==> src/rtl/byte_striper_n.sv <==
`default_nettype none
// ============================================================================
// Module      : byte_striper_n
// Description : N-lane byte striper; round-robin word distribution with
//               FREE slot rotation or ALIGN (lane-0 aligned, flushing) mode.
// Revision    : 1.0 - initial release
// ============================================================================
module byte_striper_n #(
    parameter int DATA_W     = 8,
    parameter int LANES      = 4,
    parameter int ALIGN_MODE = 0
) (
    input  logic                    clk_nf,
    input  logic                    reset_L,
    input  logic [DATA_W-1:0]       data_in,
    input  logic                    valid_in,
    output logic [LANES*DATA_W-1:0] data_stripe,
    output logic [LANES-1:0]        valid_stripe,
    output logic                    stripe_strobe,
    output logic                    stripe_partial
);

    localparam int                 c_PTR_W = $clog2(LANES);
    localparam logic [c_PTR_W-1:0] c_LAST  = c_PTR_W'(LANES - 1);
    localparam logic [c_PTR_W-1:0] c_ONE   = c_PTR_W'(1);

    typedef enum logic [0:0] {
        S_IDLE = 1'b0,
        S_FILL = 1'b1
    } state_t;

    state_t                  r_state;
    state_t                  w_state_nxt;
    logic [c_PTR_W-1:0]      r_ptr;
    logic [c_PTR_W-1:0]      w_ptr_nxt;
    logic [DATA_W-1:0]       r_shadow [LANES];
    logic [LANES-1:0]        r_shadow_vld;
    logic                    w_store;
    logic                    w_emit;
    logic                    w_partial;
    logic [DATA_W-1:0]       w_word;
    logic [LANES*DATA_W-1:0] w_group_data;
    logic [LANES-1:0]        w_group_vld;

    logic [LANES*DATA_W-1:0] r_data_stripe;
    logic [LANES-1:0]        r_valid_stripe;
    logic                    r_strobe;
    logic                    r_partial;

    // Invalid words are stored as zero so unfilled lanes never leak stale data.
    assign w_word = valid_in ? data_in : '0;

    always_comb begin
        w_state_nxt = r_state;
        w_ptr_nxt   = r_ptr;
        w_store     = 1'b0;
        w_emit      = 1'b0;
        w_partial   = 1'b0;
        if (ALIGN_MODE == 0) begin
            w_state_nxt = S_IDLE;
            if (r_ptr == c_LAST) begin
                w_emit    = 1'b1;
                w_ptr_nxt = '0;
            end else begin
                w_store   = 1'b1;
                w_ptr_nxt = r_ptr + 1'b1;
            end
        end else begin
            case (r_state)
                S_IDLE: begin
                    if (valid_in) begin
                        w_store     = 1'b1;
                        w_ptr_nxt   = c_ONE;
                        w_state_nxt = S_FILL;
                    end
                end
                S_FILL: begin
                    if (valid_in && (r_ptr != c_LAST)) begin
                        w_store   = 1'b1;
                        w_ptr_nxt = r_ptr + 1'b1;
                    end else begin
                        // Either the last lane arrived or the stream went idle.
                        w_emit      = 1'b1;
                        w_partial   = ~valid_in;
                        w_ptr_nxt   = '0;
                        w_state_nxt = S_IDLE;
                    end
                end
            endcase
        end
    end

    // Group seen at an emit edge: shadow lanes plus the word arriving now.
    always_comb begin
        w_group_data = '0;
        w_group_vld  = '0;
        for (int i = 0; i < LANES; i++) begin
            if (r_ptr == c_PTR_W'(i)) begin
                w_group_data[i*DATA_W +: DATA_W] = w_word;
                w_group_vld[i]                   = valid_in;
            end else if (r_shadow_vld[i]) begin
                w_group_data[i*DATA_W +: DATA_W] = r_shadow[i];
                w_group_vld[i]                   = 1'b1;
            end
        end
    end

    // reset_L release is expected to be synchronised to clk_nf upstream.
    always_ff @(posedge clk_nf or negedge reset_L) begin
        if (!reset_L) begin
            r_state        <= S_IDLE;
            r_ptr          <= '0;
            r_shadow_vld   <= '0;
            r_data_stripe  <= '0;
            r_valid_stripe <= '0;
            r_strobe       <= 1'b0;
            r_partial      <= 1'b0;
            for (int i = 0; i < LANES; i++) begin
                r_shadow[i] <= '0;
            end
        end else begin
            r_state   <= w_state_nxt;
            r_ptr     <= w_ptr_nxt;
            r_strobe  <= w_emit;
            r_partial <= w_partial;
            if (w_emit) begin
                r_data_stripe  <= w_group_data;
                r_valid_stripe <= w_group_vld;
                r_shadow_vld   <= '0;
            end else if (w_store) begin
                r_shadow[r_ptr]     <= w_word;
                r_shadow_vld[r_ptr] <= valid_in;
            end
        end
    end

    assign data_stripe    = r_data_stripe;
    assign valid_stripe   = r_valid_stripe;
    assign stripe_strobe  = r_strobe;
    assign stripe_partial = r_partial;

endmodule
`default_nettype wire

==> config.mk <==
export PLATFORM = sky130hd
export DESIGN_NAME = byte_striper_n
export DESIGN_NICKNAME = d
export VERILOG_FILES = /design/src/rtl/byte_striper_n.sv
export SDC_FILE = /design/constraint.sdc
export NUM_CORES = 1
export LEC_CHECK = 0
export CAP_MARGIN = 20
export CORE_MARGIN = 8
export CORE_UTILIZATION = 40
export CTS_CLUSTER_SIZE = 40
export DETAILED_ROUTE_END_ITERATION = 10
export GPL_ROUTABILITY_DRIVEN = 0
export PLACE_DENSITY = 0.66
export SKIP_LAST_GASP = 1
export SLEW_MARGIN = 20
export SYNTH_ARGS = -nofsm -noshare
export SYNTH_HDL_FRONTEND = slang
export SYNTH_SLANG_ARGS = --single-unit
==> constraint.sdc <==
create_clock -name clk_nf -period 1.8 [get_ports clk_nf]
set_input_delay 0.45 -clock clk_nf [delete_from_list [all_inputs] [get_ports clk_nf]]
set_output_delay 0.45 -clock clk_nf [all_outputs]
set_load 0.01 [all_outputs]
==> impl_metrics.sql, run 1 <==
INSERT INTO impl_metrics (metric_group, metric, value, unit) VALUES
('yosys', 'synth.ff_latch_count', '67', ''),
('power_and_ir_drop', 'switching_power', '0.000705', 'W'),
('timing', 'setup_slack', '54.1', 'ps'),
('setup_path', 'worst_path_largest_cell_delay', '560', 'ps'),
('final_layout', 'final_nets', '347', ''),
('detailed_routing', 'drt-initial-drc-count', '119', ''),
('yosys', 'synth_simple_gate_area_share', '0.168', ''),
('detailed_routing', 'detail_route.first_pass.iterations', '4', ''),
('global_route', 'first_global_vias', '2051', ''),
('clocking', 'h_tree_levels', '3', ''),
('clocking', 'clk_latency', '350', 'ps'),
('setup_path', 'worst_path_dominant_cell_family', 'buffers and inverters', ''),
('global_route', 'grt_max_degree', '68', ''),
('setup_path', 'ff_to_ff_end', 'data_stripe[0]', ''),
('die', 'chipHeight', '101', 'um'),
('power_and_ir_drop', 'switching_share', '0.230', ''),
('setup_path', 'critical-path-slowest-cell', 'sky130_fd_sc_hd__clkdlybuf4s50_1', ''),
('power_and_ir_drop', 'power.share.sequential', '0.523', ''),
('detailed_routing', 'detail_route.wl_per_cell', '15.2', 'um'),
('setup_path', 'critPathArrivalTime', '1300', 'ps'),
('timing', 'finalMaxSlewViolations', '0', ''),
('yosys', 'post_synth_mux_area_share', '0.00695', ''),
('timing', 'worst-slew-pin-transition', '605', 'ps'),
('setup_path', 'path_class', 'reg -> out', ''),
('setup_path', 'critical_path_peak_fanout', '2', ''),
('worst_hold_path', 'min-delay-path-class', 'in -> async', ''),
('placement', 'numPlacedInstances', '419', ''),
('placement', 'place_worst_setup_slack', '167', 'ps'),
('power_and_ir_drop', 'cellLeakagePower', '1.56', 'nW'),
('yosys', 'compound_gate_fraction_of_synth_area', '0.131', ''),
('final_layout', 'multi_input_comb_area', '950', 'sq um'),
('detailed_routing', 'viasPerCell', '4.95', ''),
('global_route', 'groute.usage.overall', '0.139', ''),
('clocking', 'cts-hold-fix-buffers', '0', ''),
('clocking', 'post-cts-setup-buffer-count', '0', ''),
('detailed_routing', 'final_antenna_net_count', '0', ''),
('timing', 'slew_headroom', '0.597', ''),
('final_layout', 'most_used_cells_in_the_layout_excluding_fill_and_tap_cells', 'sky130_fd_sc_hd__dfrtp_1, sky130_fd_sc_hd__clkdlybuf4s50_1, sky130_fd_sc_hd__inv_1', ''),
('detailed_routing', 'postRouteWirelength', '6.60', 'mm'),
('die', 'top_level_ports', '49', ''),
('clocking', 'clock_transition_at_the_register_clock_pins_on_the_worst_setup_and_hold_paths_after_cts', '70', 'ps'),
('setup_path', 'timing.rr.start', 'r_ptr[0]', ''),
('yosys', 'post_synthesis_share_of_cell_area_spent_on_xor_and_xnor_gates', '0', ''),
('placement', 'dpl-instance-area', '3440', 'sq um'),
('final_layout', 'n_fill_cell', '681', ''),
('final_layout', 'finalInstanceArea', '3630', 'sq um'),
('final_layout', 'syn_to_final_growth', '25.9', '%'),
('yosys', 'syn-cell-area', '2880', 'sq um'),
('yosys', 'share_of_synthesized_cell_area_in_full_adder_half_adder_and_majority_cells', '0.0217', ''),
('yosys', 'synthesis.yosys.warnings', '0', ''),
('power_and_ir_drop', 'ir_worst_vdd', '0.402', 'mV'),
('die', 'design.core.area', '7100', 'sq um'),
('clocking', 'cts-root-buf', 'sky130_fd_sc_hd__clkbuf_8', ''),
('timing', 'timing.final.hold_violations', '0', ''),
('die', 'die_w', '101', 'um'),
('status', 'status', 'finished, final reports clean', ''),
('setup_path', 'crit_chain', 'clkdlybuf4s50_1', ''),
('setup_path', 'critPathLaunchType', 'flop', ''),
('timing', 'maxClockFrequency', '0.573', 'GHz'),
('placement', 'buffer_ports.inserted', '47', ''),
('yosys', 'synthesized_nets', '302', ''),
('timing', 'post-route-period-util', '0.970', ''),
('clocking', 'tritoncts_clock_tree', 'done', ''),
('detailed_routing', 'post-route-drc-count', '0', ''),
('setup_path', 'worst-r2r-cell-count', '5', ''),
('clocking', 'post_cts_resized', '0', ''),
('global_route', 'grt_pass1_wl', '10.7', 'mm'),
('setup_path', 'buffering_stage_count_on_the_worst_path_with_inverters_included', '1', ''),
('die', 'die-area', '10200', 'sq um'),
('timing', 'unrepaired_setup_endpoints_after_global_routing', 'no', ''),
('setup_path', 'worstPathRequired', '1350', 'ps');
-- Yosys cell counts --
master / instances / area [sq um]
sky130_fd_sc_hd__buf_2: 11 / 55.1
sky130_fd_sc_hd__nor3b_1: 1 / 7.51
sky130_fd_sc_hd__a22o_1: 1 / 8.76
sky130_fd_sc_hd__mux2i_1: 2 / 20.0
sky130_fd_sc_hd__a21bo_2: 1 / 10.0
sky130_fd_sc_hd__nand3_1: 24 / 120
sky130_fd_sc_hd__ha_1: 5 / 62.6
sky130_fd_sc_hd__nand2b_1: 2 / 12.5
sky130_fd_sc_hd__dfrtp_1: 67 / 1680
sky130_fd_sc_hd__nand3b_1: 24 / 180
sky130_fd_sc_hd__a31oi_1: 26 / 163
sky130_fd_sc_hd__inv_1: 34 / 128
sky130_fd_sc_hd__a21oi_1: 2 / 10.0
sky130_fd_sc_hd__nor2b_1: 1 / 6.26
sky130_fd_sc_hd__o21ai_0: 24 / 120
sky130_fd_sc_hd__conb_1: 1 / 3.75
sky130_fd_sc_hd__o22ai_1: 8 / 50.1
sky130_fd_sc_hd__clkbuf_1: 2 / 7.51
sky130_fd_sc_hd__nand2_2: 1 / 6.26
sky130_fd_sc_hd__and2b_1: 1 / 7.51
sky130_fd_sc_hd__nand2_1: 9 / 33.8
sky130_fd_sc_hd__a21o_1: 1 / 7.51
sky130_fd_sc_hd__buf_4: 6 / 45.0
sky130_fd_sc_hd__nor2_1: 29 / 109
sky130_fd_sc_hd__buf_6: 2 / 22.5
sky130_fd_sc_hd__o2bb2ai_1: 1 / 8.76
-- through the flow --
step	util	power, W
5_1_grt	0.511	0.00321
6_report	0.511	0.00307
3_5_place_dp	0.485	0.00189
2_1_floorplan	-	0.00172
4_1_cts	0.511	0.00311
3_3_place_gp	0.485	0.00188
-- final cells by class --
| class | count | share of cell area |
|---|---|---|
| Sequential cell | 67 | 0.462 |
| Timing Repair Buffer | 55 | 0.155 |
| Clock inverter | 2 | 0.00966 |
| Inverter | 34 | 0.0352 |
| Tap cell | 99 | 0.0341 |
| Clock buffer | 14 | 0.0421 |
| Multi-Input combinational cell | 164 | 0.262 |
-- worst max-delay path by stage --
stage	cells past startpoint	start	endpoint
final	1	valid_stripe[3]	valid_stripe[3]
after global routing	1	valid_stripe[3]	valid_stripe[3]
after CTS	1	valid_stripe[3]	valid_stripe[3]
after detailed placement	4	valid_in	r_shadow_vld[3]
after global placement	4	valid_in	r_shadow_vld[3]
after floorplan	5	r_ptr[0]	data_stripe[22]
-- registers in the layout, indices dropped and copies added, names as in the netlist --
register,flops
r_shadow_vld,4
valid_stripe,4
r_shadow,24
r_ptr,2
stripe_strobe,1
data_stripe,32
-- cells by family (layout without fill, tap and decap cells) --
family / count (synthesis) / count (layout)
flip-flops: 67 / 67
AO/OA/AOI/OAI: 64 / 64
multiplexers: 2 / 2
adder cells (fa/ha/maj): 5 / 5
other: 1 / 1
buffers and inverters: 55 / 105
AND/OR/NAND/NOR: 92 / 92
-- metal layers --
metal	GRT usage	up-vias	part of all wire
met2	0.217	55	0.46
li1	-	1054	-
met3	0.0366	10	0.058
met5	0	-	0
met1	0.171	1033	0.46
met4	0.0733	0	0.020
-- power groups by stage --
stage | clock network [W] | registers (W) | logic, W
floorplan | 0 | 0.00164 | 0.0000764
global placement | 0 | 0.00163 | 0.000248
detailed placement | 0 | 0.00163 | 0.000251
CTS | 0.00125 | 0.00161 | 0.000252
global route | 0.00132 | 0.00161 | 0.000272
finish | 0.00122 | 0.00161 | 0.000246
Note: power is estimated with default switching activity, not from simulation.
==> run 2, diff against run 1 <==
--- a/config.mk
+++ b/config.mk
@@ -5,6 +5,7 @@
 export SDC_FILE = /design/constraint.sdc
 export NUM_CORES = 1
 export LEC_CHECK = 0
+export ABC_CLOCK_PERIOD_IN_PS = 1800
 export CAP_MARGIN = 20
 export CORE_MARGIN = 8
 export CORE_UTILIZATION = 40
@@ -12,8 +13,9 @@
 export DETAILED_ROUTE_END_ITERATION = 10
 export GPL_ROUTABILITY_DRIVEN = 0
 export PLACE_DENSITY = 0.66
+export REMOVE_ABC_BUFFERS = 1
 export SKIP_LAST_GASP = 1
-export SLEW_MARGIN = 20
+export SLEW_MARGIN = 10
 export SYNTH_ARGS = -nofsm -noshare
 export SYNTH_HDL_FRONTEND = slang
 export SYNTH_SLANG_ARGS = --single-unit
==> run 2 against run 1 <==
Maximum frequency up 0.73%. Register-to-register slack better by 250 ps. Wire length down 4.0%. Clock skew down 3.4 ps. Utilization unchanged. Worst setup slack better by 13 ps. Critical path depth unchanged. Sequential share of layout area unchanged. First-iteration DRC count down 24%. Critical path type unchanged. Critical endpoint is now data_stripe[20].
==> impl_metrics.sql, run 2 (synthesis gave the netlist of run 1 again) <==
INSERT INTO impl_metrics (metric_group, metric, value, unit) VALUES
('final_layout', 'most_used_cells_in_the_layout_excluding_fill_and_tap_cells', 'sky130_fd_sc_hd__dfrtp_1, sky130_fd_sc_hd__clkdlybuf4s50_1, sky130_fd_sc_hd__inv_1', ''),
('setup_path', 'ff_to_ff_end', 'data_stripe[21]', ''),
('die', 'top_level_ports', '49', ''),
('final_layout', 'final_nets', '348', ''),
('setup_path', 'crit_chain', 'clkdlybuf4s50_1', ''),
('detailed_routing', 'detailroute.via_count', '2148', ''),
('final_layout', 'largest_register_ff_count', '32', ''),
('die', 'num_rows', '31', ''),
('clocking', 'post_cts_resized', '0', ''),
('setup_path', 'critPathLaunchType', 'flop', ''),
('global_route', 'grt_overflow', '0', ''),
('timing', 'post-route-period-util', '0.963', ''),
('setup_path', 'critPathArrivalTime', '1280', 'ps'),
('global_route', 'groute.usage.overall', '0.136', ''),
('clocking', 'tritoncts_clock_tree', 'done', ''),
('clocking', 'cts-hold-fix-buffers', '0', ''),
('clocking', 'clkSinkCount', '67', ''),
('setup_path', 'path_class', 'reg -> out', ''),
('setup_path', 'critical-path-slowest-cell', 'sky130_fd_sc_hd__clkdlybuf4s50_1', ''),
('setup_path', 'timing.rr.start', 'r_ptr[0]', ''),
('setup_path', 'endpoint_kind', 'output pin', ''),
('final_layout', 'syn_to_final_growth', '25.9', '%'),
('setup_path', 'worst-r2r-cell-count', '5', ''),
('detailed_routing', 'viasPerCell', '4.93', ''),
('timing', 'maxClockFrequency', '0.577', 'GHz'),
('die', 'die_w', '101', 'um'),
('final_layout', 'multi_input_comb_area', '950', 'sq um'),
('detailed_routing', 'detail_route.wl_per_cell', '14.5', 'um'),
('clocking', 'post-cts-setup-buffer-count', '0', ''),
('setup_path', 'worstPathRequired', '1350', 'ps'),
('setup_path', 'buffering_stage_count_on_the_worst_path_with_inverters_included', '1', ''),
('placement', 'buffer_ports.inserted', '47', ''),
('flow_run', 'max_cap_viol_count', '0', ''),
('final_layout', 'finalInstanceArea', '3630', 'sq um'),
('setup_path', 'worst_path_largest_cell_delay', '560', 'ps'),
('timing', 'unrepaired_setup_endpoints_after_global_routing', 'no', ''),
('clocking', 'h_tree_levels', '3', ''),
('power_and_ir_drop', 'cellLeakagePower', '1.57', 'nW'),
('timing', 'timing.final.hold_violations', '0', ''),
('placement', 'dp.final_hpwl', '4.21', 'mm'),
('final_layout', 'n_fill_cell', '647', ''),
('clocking', 'clockBufferDepth', '2', ''),
('timing', 'finalMaxSlewViolations', '0', ''),
('detailed_routing', 'drt-initial-drc-count', '90', ''),
('global_route', 'grt_pass1_wl', '10.8', 'mm'),
('setup_path', 'critical_path_peak_fanout', '2', ''),
('final_layout', 'num_antenna_cells', '0', ''),
('die', 'design.core.area', '7100', 'sq um'),
('final_layout', 'stdcell_count', '436', ''),
('setup_path', 'reg2reg_slack', '430', 'ps'),
('final_layout', 'postLayoutCoreUtil', '0.511', ''),
('final_layout', 'layout.area.seq', '1680', 'sq um'),
('clocking', 'clock_transition_at_the_register_clock_pins_on_the_worst_setup_and_hold_paths_after_cts', '70', 'ps'),
('die', 'die-area', '10200', 'sq um'),
('power_and_ir_drop', 'ir_worst_vdd', '0.568', 'mV'),
('setup_path', 'worst_path_dominant_cell_family', 'buffers and inverters', ''),
('power_and_ir_drop', 'power_density', '845', 'nW/um^2'),
('clocking', 'cts-root-buf', 'sky130_fd_sc_hd__clkbuf_8', ''),
('timing', 'setup_slack', '66.7', 'ps'),
('final_layout', 'ratio_of_cells_with_drive_above_1_in_the_final_layout', '0.0861', ''),
('detailed_routing', 'postRouteWirelength', '6.34', 'mm'),
('placement', 'numPlacedInstances', '420', ''),
('timing', 'setup_viol', '0', ''),
('detailed_routing', 'detail_route.first_pass.iterations', '4', ''),
('global_route', 'grt_max_degree', '68', ''),
('clocking', 'clk_latency', '340', 'ps'),
('global_route', 'grt_antenna_before_repair', '0', ''),
('timing', 'skew', '8.70', 'ps'),
('global_route', 'first_global_vias', '2204', ''),
('final_layout', 'layout_commonest_cell', 'sky130_fd_sc_hd__dfrtp_1', ''),
('placement', 'dpl-instance-area', '3440', 'sq um'),
('placement', 'place_worst_setup_slack', '124', 'ps'),
('status', 'status', 'finished, final reports clean', ''),
('clocking', 'numCtsBuffers', '9', ''),
('detailed_routing', 'post-route-drc-count', '0', ''),
('detailed_routing', 'final_antenna_net_count', '0', ''),
('worst_hold_path', 'min-delay-path-class', 'in -> async', ''),
('die', 'starting_density_of_the_core', '0.406', ''),
('die', 'chipHeight', '101', 'um'),
('timing', 'timing.final.crit_period', '1730', 'ps');
-- run 2: cell count changes in the layout (fill, tap and decap cells not counted) --
| cell | before | now |
|---|---|---|
| sky130_fd_sc_hd__clkbuf_1 | 4 | 0 |
| sky130_fd_sc_hd__clkinv_2 | 1 | 5 |
| sky130_fd_sc_hd__buf_4 | 5 | 7 |
| sky130_fd_sc_hd__buf_12 | 3 | 2 |
-- run 2: worst max path at each step --
stage | startpoint | endpoint | slack [ps] | depth (start not counted)
after floorplan | r_ptr[0] | r_shadow_vld[3] | -560 | 3
after detailed placement | valid_in | data_stripe[21] | 120 | 4
after global routing | data_stripe[20] | data_stripe[20] | 20 | 1
final | data_stripe[20] | data_stripe[20] | 70 | 1
after CTS | data_stripe[20] | data_stripe[20] | 40 | 1
after global placement | valid_in | data_stripe[10] | 200 | 4
-- run 2: cell type report --
class	instances	share of cell area
multi-input combinational	164	0.262
sequential	67	0.462
clock inverter	6	0.0152
tap	99	0.0341
clock buffer	10	0.0379
inverter	34	0.0352
timing repair buffer	56	0.154
-- run 2: through the flow --
| step | total power [W] | setup TNS [ps] | hold WS, ps |
|---|---|---|---|
| finish | 0.00307 | 0 | 103 |
| global route | 0.00319 | 0 | 133 |
| CTS | 0.00310 | 0 | 125 |
| detailed placement | 0.00188 | 0 | 496 |
| global placement | 0.00187 | 0 | 496 |
| floorplan | 0.00170 | -12430 | 154 |
-- run 2: per-layer routing --
| layer | vias up | global-route usage | share of wire |
|---|---|---|---|
| li1 | 1060 | - | - |
| met5 | - | 0 | 0 |
| met4 | 0 | 0.0419 | 0.012 |
| met2 | 46 | 0.210 | 0.46 |
| met1 | 1033 | 0.172 | 0.48 |
| met3 | 9 | 0.0483 | 0.058 |
-- run 2: power by group --
part | internal, W | leakage (nW) | switching, W | total (W)
clock network | 0.000665 | 0.106 | 0.000557 | 0.00122
logic | 0.000116 | 0.589 | 0.000122 | 0.000238
registers | 0.00157 | 0.874 | 0.0000384 | 0.00161
